### config.mk
export PLATFORM = sky130hd
export DESIGN_NAME = regfile_mp
export DESIGN_NICKNAME = d
export VERILOG_FILES = /design/src/rtl/regfile_mp.sv
export SDC_FILE = /design/constraint.sdc
export NUM_CORES = 2
export LEC_CHECK = 0
export ABC_CLOCK_PERIOD_IN_PS = 9190
export BUFFER_PORTS_ARGS = -buffer_cell sky130_fd_sc_hd__buf_2
export CORE_MARGIN = 3
export CORE_UTILIZATION = 61
export DETAILED_ROUTE_END_ITERATION = 6
export PLACE_DENSITY_LB_ADDON = 0.1
export SLEW_MARGIN = 10
export SYNTH_ARGS = -nofsm -noshare
export SYNTH_HDL_FRONTEND = slang
export SYNTH_SLANG_ARGS = --single-unit
export TNS_END_PERCENT = 30
### constraint.sdc
create_clock -name clk -period 9.19 [get_ports clk]
set_input_delay 1.838 -clock clk [delete_from_list [all_inputs] [get_ports clk]]
set_output_delay 1.838 -clock clk [all_outputs]
set_load 0.05 [all_outputs]
### src/rtl/regfile_mp.sv
// Multi-port register file: 2 write ports, 3 registered read ports, post-reset clear sweep.
// Optional same-cycle write-to-read forwarding is compiled in with `define REGFILE_MP_WRITE_BYPASS_EN.
module regfile_mp #(
    parameter int DATA_W   = 32,
    parameter int ADDR_W   = 5,
    parameter int ZERO_REG = 1
) (
    input  logic              clk,
    input  logic              rst,
    output logic              ready,
    input  logic              we0,
    input  logic [ADDR_W-1:0] windex0,
    input  logic [DATA_W-1:0] win0,
    input  logic              we1,
    input  logic [ADDR_W-1:0] windex1,
    input  logic [DATA_W-1:0] win1,
    input  logic [ADDR_W-1:0] rindex0,
    input  logic [ADDR_W-1:0] rindex1,
    input  logic [ADDR_W-1:0] rindex2,
    output logic [DATA_W-1:0] rout0,
    output logic [DATA_W-1:0] rout1,
    output logic [DATA_W-1:0] rout2
);

    localparam int                DEPTH    = 1 << ADDR_W;
    localparam logic [ADDR_W-1:0] LAST_IDX = ADDR_W'(DEPTH - 1);

    typedef enum logic {
        CLEAR = 1'b0,
        RUN   = 1'b1
    } state_t;

    state_t            state;
    logic [ADDR_W-1:0] clr_cnt;
    logic [DATA_W-1:0] store [DEPTH];
    logic              wr0;
    logic              wr1;

    function automatic logic is_zero(input logic [ADDR_W-1:0] idx);
        return (ZERO_REG != 0) && (idx == '0);
    endfunction

    // Port 0 is suppressed on an index collision so port 1 always wins.
    assign wr0 = we0 && !is_zero(windex0) && !(we1 && (windex1 == windex0));
    assign wr1 = we1 && !is_zero(windex1);

    function automatic logic [DATA_W-1:0] rd_sel(input logic [ADDR_W-1:0] idx);
        logic [DATA_W-1:0] v;
        v = store[idx];
`ifdef REGFILE_MP_WRITE_BYPASS_EN
        if (wr0 && (windex0 == idx)) v = win0;
        if (wr1 && (windex1 == idx)) v = win1;
`endif
        if (is_zero(idx)) v = '0;
        return v;
    endfunction

    // Storage has no reset so it can map onto RAM; the sweep clears it instead.
    always_ff @(posedge clk) begin
        if (!rst) begin
            if (state == CLEAR) begin
                store[clr_cnt] <= '0;
            end else begin
                if (wr0) store[windex0] <= win0;
                if (wr1) store[windex1] <= win1;
            end
        end
    end

    always_ff @(posedge clk) begin
        if (rst) begin
            state   <= CLEAR;
            clr_cnt <= '0;
            ready   <= 1'b0;
            rout0   <= '0;
            rout1   <= '0;
            rout2   <= '0;
        end else begin
            case (state)
                CLEAR: begin
                    clr_cnt <= clr_cnt + ADDR_W'(1);
                    rout0   <= '0;
                    rout1   <= '0;
                    rout2   <= '0;
                    if (clr_cnt == LAST_IDX) begin
                        state <= RUN;
                        ready <= 1'b1;
                    end
                end
                default: begin
                    rout0 <= rd_sel(rindex0);
                    rout1 <= rd_sel(rindex1);
                    rout2 <= rd_sel(rindex2);
                end
            endcase
        end
    end

endmodule

==> flow_metrics.py <==
metrics = {
    "route": {
        "num_vias": 57262,
        "drt-met1-wl_mm": 89.2,
        "highest_layer": "met5",
        "route.detailed.drc": 0,
        "met3_wirelength_mm": 40.8,
        "wl_per_cell_um": 35.8,
        "dr.first_iter.drc_count": 9719,
        "firstDrtPassIters": 7,
        "wl_mm": 271,
        "vias_per_cell": 7.56,
        "drtAntennaViolNets": 0,
        "wl_met2_mm": 118,
    },
    "pwr": {
        "p_per_area_nw_per_um2": 157,
        "max-vdd-ir-drop_mv": 0.158,
        "p_leak_nw": 24.7,
    },
    "clocking": {
        "post-cts-setup-buffers": 0,
        "h-tree-depth": 4,
        "clk_pin_slew_ps": 60,
        "insertion_delay_ps": 780,
        "holdBufCountCts": 0,
        "root_buffer": "clkbuf_16",
        "cts_resized": 0,
        "cts_tree": "done",
        "cts_buffers": 132,
        "cts_buffer_depth": 3,
        "clock-sinks": 1127,
    },
    "setup_path": {
        "required_ps": 9600,
        "cp.arrival_ps": 5350,
        "path_max_fanout": 18,
        "start_kind": "input pin",
        "crit_type": "in -> reg",
        "worstSetupEndpointType": "flip-flop",
    },
    "sta": {
        "hold_viol_final": 0,
        "finalSetupTns_ps": 0,
        "max_slew.worst_pin.slew_ps": 1410,
        "setup_viol": 0,
        "relSlewSlack": 0.0544,
        "finalCritPeriodShare": 0.538,
        "fmax_ghz": 0.202,
        "grt_setup_unrepaired": "no",
        "whs_ps": 502,
        "slew_violations": 0,
        "fin_crit_ps": 4940,
        "finClkSkew_ps": 23.0,
    },
    "global_route": {
        "antenna_found_initial": 9,
        "grt_max_degree": 112,
        "gr-usage-all-layers": 0.447,
        "grt_pass1_wl_mm": 385,
        "grt_pass1_vias": 54920,
        "grt_overflow_total": 0,
    },
    "floorplan": {
        "fp.dieW_um": 345,
        "pin_count": 190,
        "placement_rows": 123,
        "die-area_um2": 119000,
        "die_h_um": 345,
        "start_util": 0.619,
        "core_area_um2": 113000,
    },
    "logic_synthesis": {
        "synth_warnings": 0,
        "syn_inst": 6240,
        "syn-num-nets": 6335,
        "ys_seq_elements": 1127,
        "synth_cell_types": 48,
        "synth_top_cell_area_share": 0.438,
        "yosys-top-cells-area": "edfxtp_1 (44%), mux4_2 (12%), mux2i_1 (11%)",
        "synth_top_cell_by_area": "edfxtp_1",
        "synth.avg_cell_area_um2": 11.3,
        "mappedNetlistArea_um2": 70200,
        "ys_seq_area_frac": 0.467,
    },
    "hold_path": {
        "hold_class": "reg -> reg",
    },
    "cells_and_area": {
        "fin_util": 0.666,
        "fill_cells": 8338,
        "area_growth_pct": 7.56,
        "fin_cells": 7573,
        "num-nets-final": 6049,
        "drive_above_1_share": 0.189,
    },
    "placed_design": {
        "dp_cells": 7320,
        "port_buffers": 189,
        "hpwl_mm": 157,
        "place.gp.congestion": 0.963,
    },
    "outcome": {
        "status": "finished, final reports clean",
    },
    "run": {
        "drv.max_cap_violation_count": 0,
    },
}
cells in the final DEF, fill, tap and decap left out, drive strengths merged, types with 6 or more instances in the layout:
cell and instances:
clkbuf 190, clkinv 40, nor4 7, nand3 195
nor2 16, a22oi 480, bufinv 7, buf 336
dfxtp 103, xnor2 6, edfxtp 1024, diode 8
nand4 97, nor2b 9, mux2 96, mux4 384
nor3 33, a21oi 32, o31ai 8, o211ai 33
inv 41, nand3b 6, nor3b 10, o21ai 1016
mux2i 770, nand2 1093
critical path: stages:
cell and delay [ps]:
buf_2 200, nor2b_1 500, o311a_4 520, o2111ai_2 600, o21ai_4 1040, buf_4 580
worst paths after layout:
| check | from | depth (start not counted) | end | slack, ps |
|---|---|---|---|---|
| max | rst | 6 | store[23][25] | 4250 |
| min | ready | 2 | ready | 500 |
| max reg2reg | state | 5 | store[23][25] | 4850 |
| min reg2reg | ready | 2 | ready | 500 |
synth_stat cells, drive strengths merged:
master	number
nand2	1093
edfxtp	1024
o21ai	1016
mux2i	770
a22oi	480
clkbuf	384
mux4	384
buf	372
nand3	195
dfxtp	103
nand4	97
mux2	96
inv	35
nor3	33
o211ai	33
a21oi	32
nor2	16
nor3b	10
nor2b	9
o31ai	8
nor4	7
nand3b	6
xnor2	6
and2	4
nand2b	4
and4	3
and4b	3
or3b	3
and3	2
and3b	2
ha	2
o2111ai	2
or3	2
nor4b	1
o311a	1
or2	1
xor2	1
state kept, by name, indices dropped and copies added, names as in the netlist:
| name | flops |
|---|---|
| clr_cnt | 5 |
| rout0 | 32 |
| state | 1 |
| ready | 1 |
| store | 1024 |
| rout1 | 32 |
| rout2 | 32 |
per-layer routing:
| layer | global-route usage | vias up |
|---|---|---|
| met5 | 0 | - |
| met2 | 0.655 | 5185 |
| met3 | 0.144 | 1289 |
| met4 | 0.323 | 8 |
| li1 | - | 23239 |
| met1 | 0.560 | 27541 |
power by group:
group          leakage (nW)  total, mW  internal, mW  switching, mW
Sequential             8.77       5.57          5.55         0.0229
Clock                  2.14       5.34          3.11           2.23
Combinational          13.8      0.925         0.327          0.598
Total                  24.7       11.8          8.98           2.85
kinds of logic (layout without fill, tap and decap cells):
| kind of cell | after synthesis | after routing | synth area share |
|---|---|---|---|
| flops | 1127 | 1127 | 0.467 |
| simple gates | 1491 | 1491 | 0.0902 |
| mux | 1250 | 1250 | 0.248 |
| other cells | 0 | 8 | 0 |
| buf+inv | 791 | 616 | 0.0566 |
| fa+ha+maj | 2 | 2 | 0.000356 |
| xor+xnor | 7 | 7 | 0.000873 |
| compound gates | 1572 | 1572 | 0.137 |
stage by stage:
stage,power [mW],area (um2),worst slack (ps)
floorplan,6.28,70200,3370
global placement,6.56,71200,3800
finish,11.8,75500,4250
detailed placement,6.57,71200,3620
CTS,11.8,75500,4420
global route,12.0,75500,4200
layout make-up:
| class | instances | area, um2 | share of cell area |
|---|---|---|---|
| antenna | 8 | 20.0 | 0.000265 |
| clock buffer | 190 | 3830 | 0.0507 |
| clock inverter | 55 | 505 | 0.00669 |
| inverter | 35 | 131 | 0.00174 |
| multi-input combinational | 4322 | 34200 | 0.452 |
| sequential | 1127 | 32800 | 0.434 |
| tap | 1500 | 1880 | 0.0248 |
| timing repair buffer | 336 | 2210 | 0.0292 |
No activity file was read; power rests on OpenSTA's default activity.
